**config.mk**
```make
export PLATFORM = sky130hd
export DESIGN_NAME = imem_loader_flat
export DESIGN_NICKNAME = d
export VERILOG_FILES = /design/src/rtl/imem_loader_if.sv /design/src/rtl/imem_loader.sv /design/src/flat_wrapper.sv
export SDC_FILE = /design/constraint.sdc
export NUM_CORES = 1
export LEC_CHECK = 0
export ABC_AREA = 1
export BUFFER_PORTS_ARGS = -buffer_cell sky130_fd_sc_hd__buf_2
export CELL_PAD_IN_SITES_DETAIL_PLACEMENT = 1
export CELL_PAD_IN_SITES_GLOBAL_PLACEMENT = 2
export CORE_UTILIZATION = 27
export DETAILED_ROUTE_END_ITERATION = 10
export HOLD_SLACK_MARGIN = 0.08
export MAX_ROUTING_LAYER = met4
export PLACE_DENSITY_LB_ADDON = 0.1
export SETUP_SLACK_MARGIN = 0.1
export SKIP_CTS_REPAIR_TIMING = 1
export SLEW_MARGIN = 10
export SYNTH_ARGS = -nofsm -noshare
export SYNTH_HDL_FRONTEND = slang
export SYNTH_SLANG_ARGS = --single-unit
```
**constraint.sdc**
```tcl
create_clock -name clk -period 1.35 [get_ports clk]
set_input_delay 0.2025 -clock clk [delete_from_list [all_inputs] [get_ports clk]]
set_output_delay 0.2025 -clock clk [all_outputs]
set_load 0.05 [all_outputs]
```
**src/rtl/imem_loader_if.sv**
```systemverilog
// imem_loader_if: signal bundle between the instruction-memory boot loader
// and its surroundings (byte source, instruction-memory write port, and the
// stall/PC-release status seen by the datapath).
//
//   start     host -> loader   single-cycle load request
//   in_data   source -> loader incoming stream byte
//   in_valid  source -> loader in_data valid
//   in_ready  loader -> source byte accepted this cycle
//   wr_en     loader -> imem   write strobe, one cycle per word
//   wr_addr   loader -> imem   byte address of the word
//   wr_data   loader -> imem   instruction word {high byte, low byte}
//   busy      loader -> core   load in progress (pipeline stall)
//   done      loader -> core   last load completed (sticky)
//   error     loader -> core   header count too large (sticky)
//
// master: the loader itself. slave: everything it talks to.
interface imem_loader_if;
    logic        start;
    logic [7:0]  in_data;
    logic        in_valid;
    logic        in_ready;
    logic        wr_en;
    logic [15:0] wr_addr;
    logic [15:0] wr_data;
    logic        busy;
    logic        done;
    logic        error;

    modport master (
        input  start, in_data, in_valid,
        output in_ready, wr_en, wr_addr, wr_data, busy, done, error
    );

    modport slave (
        output start, in_data, in_valid,
        input  in_ready, wr_en, wr_addr, wr_data, busy, done, error
    );
endinterface

```
**src/rtl/imem_loader.sv**
```systemverilog
// imem_loader: boots a program into instruction memory from a byte stream.
// Stream format: 16-bit word count (high byte first), then that many 16-bit
// instruction words (high byte first). Each word is written at
// BASE_ADDR + 2*k. All outputs are registered.
//
// Ports:
//   clk   system clock, rising edge
//   rst   synchronous active-high reset
//   bus   imem_loader_if.master (start, byte stream, imem write, status)
//
// state   | meaning
// --------+--------------------------------------------------
// IDLE    | after reset, waiting for start
// LEN_HI  | waiting for high byte of word count
// LEN_LO  | waiting for low byte of word count, then validate
// DATA_HI | waiting for high byte of next instruction
// DATA_LO | waiting for low byte; registers the write
// WRITE   | one-cycle write strobe, advance word counter
// DONE    | load finished successfully, waiting for start
// ERROR   | count exceeded MAX_WORDS, waiting for start
module imem_loader #(
    parameter int          MAX_WORDS = 8,
    parameter logic [15:0] BASE_ADDR = 16'h0000
) (
    input  logic          clk,
    input  logic          rst,
    imem_loader_if.master bus
);

    localparam int CW = $clog2(MAX_WORDS + 1);

    typedef enum logic [2:0] {
        IDLE, LEN_HI, LEN_LO, DATA_HI, DATA_LO, WRITE, DONE, ERROR
    } state_t;

    state_t          state;
    logic [15:0]     len;
    logic [CW-1:0]   count;
    logic [7:0]      hi;

    logic            xfer;
    logic [15:0]     len_next;
    logic [15:0]     count_ext;
    logic [15:0]     count_inc;

    assign xfer      = bus.in_valid && bus.in_ready;
    // Full count as it will be once the low byte lands this cycle.
    assign len_next  = {len[15:8], bus.in_data};
    assign count_ext = 16'(count);
    assign count_inc = count_ext + 16'd1;

    always_ff @(posedge clk) begin
        if (rst) begin
            state        <= IDLE;
            len          <= '0;
            count        <= '0;
            hi           <= '0;
            bus.in_ready <= 1'b0;
            bus.wr_en    <= 1'b0;
            bus.wr_addr  <= '0;
            bus.wr_data  <= '0;
            bus.busy     <= 1'b0;
            bus.done     <= 1'b0;
            bus.error    <= 1'b0;
        end else begin
            case (state)
                IDLE, DONE, ERROR: begin
                    if (bus.start) begin
                        state        <= LEN_HI;
                        count        <= '0;
                        bus.done     <= 1'b0;
                        bus.error    <= 1'b0;
                        bus.busy     <= 1'b1;
                        bus.in_ready <= 1'b1;
                    end
                end
                LEN_HI: begin
                    if (xfer) begin
                        len[15:8] <= bus.in_data;
                        state     <= LEN_LO;
                    end
                end
                LEN_LO: begin
                    if (xfer) begin
                        len[7:0] <= bus.in_data;
                        if (len_next == 16'd0) begin
                            state        <= DONE;
                            bus.in_ready <= 1'b0;
                            bus.busy     <= 1'b0;
                            bus.done     <= 1'b1;
                        end else if (len_next > 16'(MAX_WORDS)) begin
                            state        <= ERROR;
                            bus.in_ready <= 1'b0;
                            bus.busy     <= 1'b0;
                            bus.error    <= 1'b1;
                        end else begin
                            state <= DATA_HI;
                        end
                    end
                end
                DATA_HI: begin
                    if (xfer) begin
                        hi    <= bus.in_data;
                        state <= DATA_LO;
                    end
                end
                DATA_LO: begin
                    if (xfer) begin
                        bus.wr_data  <= {hi, bus.in_data};
                        bus.wr_addr  <= BASE_ADDR + (count_ext << 1);
                        bus.wr_en    <= 1'b1;
                        bus.in_ready <= 1'b0;
                        state        <= WRITE;
                    end
                end
                WRITE: begin
                    bus.wr_en <= 1'b0;
                    count     <= count + CW'(1);
                    if (count_inc == len) begin
                        state    <= DONE;
                        bus.busy <= 1'b0;
                        bus.done <= 1'b1;
                    end else begin
                        state        <= DATA_HI;
                        bus.in_ready <= 1'b1;
                    end
                end
                default: begin
                    state        <= IDLE;
                    bus.in_ready <= 1'b0;
                    bus.wr_en    <= 1'b0;
                    bus.busy     <= 1'b0;
                end
            endcase
        end
    end

endmodule
```
**src/flat_wrapper.sv**
```systemverilog
// flat-port wrapper written by rule: the top's interface ports become plain ports
module imem_loader_flat 
#(
    parameter int          MAX_WORDS = 8,
    parameter logic [15:0] BASE_ADDR = 16'h0000
)
  (clk, rst, bus_start, bus_in_data, bus_in_valid, bus_in_ready, bus_wr_en, bus_wr_addr, bus_wr_data, bus_busy, bus_done, bus_error);
  imem_loader_if bus_i ();
  input  logic clk;
  input  logic rst;
  input wire logic [$bits(bus_i.start)-1:0] bus_start;
  input wire logic [$bits(bus_i.in_data)-1:0] bus_in_data;
  input wire logic [$bits(bus_i.in_valid)-1:0] bus_in_valid;
  output wire logic [$bits(bus_i.in_ready)-1:0] bus_in_ready;
  output wire logic [$bits(bus_i.wr_en)-1:0] bus_wr_en;
  output wire logic [$bits(bus_i.wr_addr)-1:0] bus_wr_addr;
  output wire logic [$bits(bus_i.wr_data)-1:0] bus_wr_data;
  output wire logic [$bits(bus_i.busy)-1:0] bus_busy;
  output wire logic [$bits(bus_i.done)-1:0] bus_done;
  output wire logic [$bits(bus_i.error)-1:0] bus_error;
  assign bus_i.start = bus_start;
  assign bus_i.in_data = bus_in_data;
  assign bus_i.in_valid = bus_in_valid;
  assign bus_in_ready = bus_i.in_ready;
  assign bus_wr_en = bus_i.wr_en;
  assign bus_wr_addr = bus_i.wr_addr;
  assign bus_wr_data = bus_i.wr_data;
  assign bus_busy = bus_i.busy;
  assign bus_done = bus_i.done;
  assign bus_error = bus_i.error;
  imem_loader #(.MAX_WORDS(MAX_WORDS), .BASE_ADDR(BASE_ADDR)) u_core (.clk(clk), .rst(rst), .bus(bus_i));
endmodule
```
* Word level (Yosys, flattened, before mapping) *
Index checks and enable logic that the tools add are counted.

operators by class
  $add $sub $neg = 2
  $lt $le $gt $ge = 1
  eq/ne operators = 19
  multiplexer cells = 31
  reduce and logical (&&, ||, !) cells = 20

operator list
  kind                                                                      count
  3-bit 2-to-1 mux                                                          8
  5-bit AND reduction                                                       4
  3-bit case mux with 6 select lines                                        1
  16-bit == test                                                            1
  16-bit by 4-bit > comparator with 1-bit output (second input constant)    1
  16-bit zero test                                                          1
  1-bit 2-to-1 mux                                                          15
  2-bit by 1-bit inequality test with 1-bit output (second input constant)  7
  3-bit == test (second input constant)                                     4
  2-bit AND reduction                                                       6
  4-bit case mux with 2 select lines                                        1
  3-bit by 2-bit == test with 1-bit output (second input constant)          2
  2-bit inequality test (second input constant)                             3
  1-bit case mux with 3 select lines                                        2
  6-bit AND reduction                                                       1
  2-bit nonzero test                                                        3
  4-bit by 1-bit adder with 5-bit output (second input constant)            1
  4-bit by 1-bit adder with 4-bit output (second input constant)            1
  4-bit 2-to-1 mux                                                          1
  1-bit case mux with 2 select lines                                        2
  1-bit case mux with 4 select lines                                        1
  4-bit nonzero test                                                        1
  3-bit by 1-bit == test with 1-bit output (second input constant)          1
  3-bit zero test                                                           1
  4 further kinds                                                           4

word-level totals
  bits in registers = 56
  bits of input ports = 12
  output and inout bits = 37
  logic and storage cells = 85

* Depth between registers and ports, before layout *
  depth in word-level cells = 5
  mapped depth = 13
  gate-level depth less buffers = 13

* Worst setup path before layout *
OpenSTA, ideal clock, no wires.

  kind = register to register
  start = register u_core.bus.in_ready
  end = register u_core.bus.wr_data[10]
  setup time = 0.070 ns
  arrival = 1.587 ns
  required time = 1.280 ns
  slack = -0.307 ns
  stages on the path, launching flop included = 6
  path buffers = 1
  clock period less this slack = 1.657 ns
  cells stage by stage = dfxtp_1 -> nand2_1 -> inv_1 -> clkbuf_1 -> nand3_1 -> a21oi_1

between the ends
  longest elaborated chain between the ends = 2

ends and longest elaborated chain
  item                                  line                  RTL
  from (decl)                           imem_loader_if.sv:31  output in_ready, wr_en, wr_addr, wr_data, busy, done, error
  from (signal assigned)                imem_loader.sv:58     bus.in_ready <= 1'b0;
  from (signal assigned)                imem_loader.sv:74     bus.in_ready <= 1'b1;
  from (signal assigned)                imem_loader.sv:88     bus.in_ready <= 1'b0;
  1-bit logical AND                     imem_loader.sv:46     assign xfer = bus.in_valid && bus.in_ready;
  2-bit AND reduction (no source line)  n/a
  to (signal assigned)                  imem_loader.sv:109    bus.wr_data <= {hi, bus.in_data};
  to (decl)                             imem_loader_if.sv:31

Every way passes these cells.
A chain may end at the register's enable or synchronous reset.

* Final worst setup path *
  start = register u_core.count[1]
  end = register u_core.bus.in_ready

between the ends
  longest elaborated chain between the ends = 4

ends and longest elaborated chain
  item                                    line                RTL
  from (decl)                             imem_loader.sv:38   logic [CW-1:0] count;
  from (signal assigned)                  imem_loader.sv:118  count <= count + CW'(1);
  4-bit by 1-bit adder with 5-bit output  imem_loader.sv:50   assign count_inc = count_ext + 16'd1;
  16-bit == test                          imem_loader.sv:119  if (count_inc == len) begin
  2-bit inequality test (no source line)  n/a
  6-bit AND reduction (no source line)    n/a
  to (signal assigned)                    imem_loader.sv:58
  to (signal assigned)                    imem_loader.sv:125  bus.in_ready <= 1'b1;
  to (signal assigned)                    imem_loader.sv:130  bus.in_ready <= 1'b0;

Every way passes these cells.

==> flow_metrics.env <==
export IMPL_outcome="finished with violations"
export IMPL_violated_checks="negative setup slack"
export IMPL_synth_cell_types=27
export IMPL_antenna_found_initial=0
export IMPL_synth_seq_area_share=0.439
export IMPL_critPathKind="flip-flop to flip-flop"
export IMPL_path_clk_slew_ns=0.11
export IMPL_dieArea_um2=9860
export IMPL_design_portCount=49
export IMPL_hold_violations=0
export IMPL_worst_ir_drop_vdd_mv=0.468
export IMPL_initialDrtViolationCount=57
export IMPL_routed_wire_length_per_instance_um=13.6
export IMPL_mostFrequentLayoutCell="sky130_fd_sc_hd__nand2_1"
export IMPL_htree_levels=2
export IMPL_grt_setup_unrepaired="true"
export IMPL_synth_area_leaders="sky130_fd_sc_hd__dfxtp_1 44%, sky130_fd_sc_hd__nand2_1 10%, sky130_fd_sc_hd__nor2_1 7.9%"
export IMPL_core_area_um2=9200
export IMPL_worst_skew_pair_late_latency_ns=0.32
export IMPL_crit_path_top_delay_cell="sky130_fd_sc_hd__dfxtp_2"
export IMPL_clock_sinks=56
export IMPL_worstHoldPathType="primary input to flip-flop"
export IMPL_final_core_util=0.358
export IMPL_gp_routability_congestion=0.780
export IMPL_cp_dominant_cell_by_count="sky130_fd_sc_hd__nand2_1"
export IMPL_die_h_um=99.3
export IMPL_path_cells="ha_4 -> inv_2 -> nand2_1 -> nand2_1 -> nor2_1 -> nand2_1 -> nor2_2 -> nand4_1 -> nand3_1 -> nand2_1 -> inv_2 -> nor2_1"
export IMPL_buffer_ports_inserted=36
export IMPL_finalWorstSetupSlack_ns=-0.157
export IMPL_dominant_combinational_cell_family_by_area_after_synthesis="simple AND/OR/NAND/NOR gates"
export IMPL_startpoint_type="flip-flop"
export IMPL_area_growth_syn_to_layout_pct=28.8
export IMPL_worst_ep_required_time_ns=1.58
export IMPL_post_route_min_period_ns=1.51
export IMPL_final_setup_skew_ns=0.00670
export IMPL_synth_compound_area_frac=0.138
export IMPL_timing_hold_ws_ns=0.176
export IMPL_synthesis_yosys_warnings=0
export IMPL_fin_crit_sh=1.12
export IMPL_grt_start_max_net_pins=31
export IMPL_synth_fa_ha_area_frac=0.00490
export IMPL_clk_root_buffer_cell="sky130_fd_sc_hd__clkbuf_8"
export IMPL_arrival_ns=1.73
export IMPL_setup_failing_eps_final=8
export IMPL_dp_hpwl_mm=5.56
export IMPL_drc_errors=0
export IMPL_post_synth_inst_count=362
export IMPL_synthesis_area_um2=2550
export IMPL_worst_setup_path_end_kind="flip-flop"
export IMPL_synth_xor_area_share=0.00343
export IMPL_final_max_slew_violation_count=0
export IMPL_synth_mux_area_fraction=0
export IMPL_ctsLongestPathBuffers=2
export IMPL_die_width_um=99.3
export IMPL_antenna_violating_nets_post_route=0
export IMPL_rows=35
export IMPL_avgSynthCellArea_um2=7.06
export IMPL_synth_top_cell_by_area="sky130_fd_sc_hd__dfxtp_1"
export IMPL_instances_no_fill=544
export IMPL_p_per_area_nw_per_um2=1520
export IMPL_detail_route_vias_per_cell=4.61
export IMPL_cts_inserted_buffers=5
export IMPL_synthSimpleGateAreaFrac=0.306
export IMPL_yosys_register_bits=56
export IMPL_first_pass_grt_wire_length_mm=12.3
export IMPL_clock_fmax_ghz=0.664
export IMPL_post_place_cells=532
export IMPL_via_count=2506
export IMPL_postRouteWirelength_mm=7.41
export IMPL_diodes=0
export IMPL_first_pass_iters=4
export IMPL_power_total_w=0.00499
export IMPL_initial_standard_cell_utilization_of_the_core=0.278
export IMPL_leakage_nw=1.49
export IMPL_tritoncts="built"
export IMPL_max_cap_viol_count=0
export IMPL_cpPeakStageDelay_ns=0.35
export IMPL_final_nets=445
export IMPL_drive_above_1_share=0.312
export IMPL_final_fill_count=1182
export IMPL_grt_overflow=0
export IMPL_vias_in_the_first_global_route=2480
export IMPL_yosys_top_cell_area_share=0.439
export IMPL_grt_use_total=0.164
export IMPL_leading_cell_types_in_the_layout_fill_and_taps_excluded="63 x sky130_fd_sc_hd__nand2_1, 50 x sky130_fd_sc_hd__nor2_1, 50 x sky130_fd_sc_hd__dfxtp_1, 37 x sky130_fd_sc_hd__buf_4"
export IMPL_worst_path_max_fanout=3
-- final timing paths --
path / start / to / slack [ns] / depth (start not counted)
worst min-delay path: bus_in_data[2] / u_core.bus.wr_data[2] / 0.18 / 3
worst max-delay path: u_core.count[1] / u_core.bus.in_ready / -0.16 / 12
worst max register to register: u_core.count[1] / u_core.bus.in_ready / -0.16 / 12
worst min register to register: u_core.bus.done / u_core.bus.done / 0.46 / 2
-- area by class of cell --
type                            count  area (um2)  share of cell area
Clock buffer                        5        68.8              0.0209
Tap cell                          111         139              0.0422
Sequential cell                    56        1130               0.344
Timing Repair Buffer               78         523               0.159
Inverter                           34         128              0.0388
Clock inverter                      3        27.5             0.00836
Multi-Input combinational cell    257        1270               0.387
-- worst max-delay path: cells and delay by family, from the launching register on --
| family | cells | cell delay [ns] |
|---|---|---|
| fa+ha+maj | 1 | 0.27 |
| flops | 1 | 0.35 |
| buf+inv | 2 | 0.07 |
| simple gates | 9 | 0.74 |
-- power breakdown --
| part | total (W) | internal, W | leakage [nW] | switching (W) |
|---|---|---|---|---|
| Sequential | 0.00195 | 0.00182 | 0.456 | 0.000134 |
| Clock | 0.00101 | 0.000383 | 0.0463 | 0.000627 |
| Combinational | 0.00203 | 0.000697 | 0.989 | 0.00133 |
-- logic make-up (layout without fill, tap and decap cells) --
group	count (synthesis)	in the layout
AND/OR/NAND/NOR	174	174
AO/OA/AOI/OAI	69	69
buffers and inverters	60	120
flip-flops	56	56
adder cells (fa/ha/maj)	1	1
other	1	12
XOR/XNOR	1	1
-- layer usage --
metal,up-vias,share of wire,global-route usage
li1,1284,-,-
met1,1181,0.47,0.204
met2,32,0.49,0.274
met3,9,0.020,0.0232
met4,0,0.016,0.0566
met5,-,0,-
-- cell usage after synthesis, drive strengths merged --
cell / count
inv: 34
a31oi: 2
nor2: 60
xor2: 1
conb: 1
ha: 1
nor3: 3
o21ai: 30
nand3: 33
nand4: 5
nand3b: 1
a21oi: 37
clkbuf: 8
buf: 18
dfxtp: 56
nand2: 72
-- flip-flops by register name (all words and copies together), names as in the netlist --
name / cells
u_core.bus.wr_addr: 4
u_core.bus.wr_data: 16
u_core.bus.done: 1
u_core.bus.wr_en: 1
u_core.hi: 8
u_core.count: 4
u_core.state: 3
u_core.bus.in_ready: 1
u_core.bus.error: 1
u_core.len: 16
u_core.bus.busy: 1
-- metrics by stage --
stage / setup TNS, ns / cell area, um2 / worst slack, ns
6_report: -0.812 / 3290 / -0.157
2_1_floorplan: -0.0702 / 2620 / -0.0468
4_1_cts: -1.84 / 3180 / -0.161
3_3_place_gp: -1.03 / 3090 / -0.103
3_5_place_dp: -1.13 / 3090 / -0.131
5_1_grt: -4.71 / 3290 / -0.316
(Power assumes the default switching activity.)
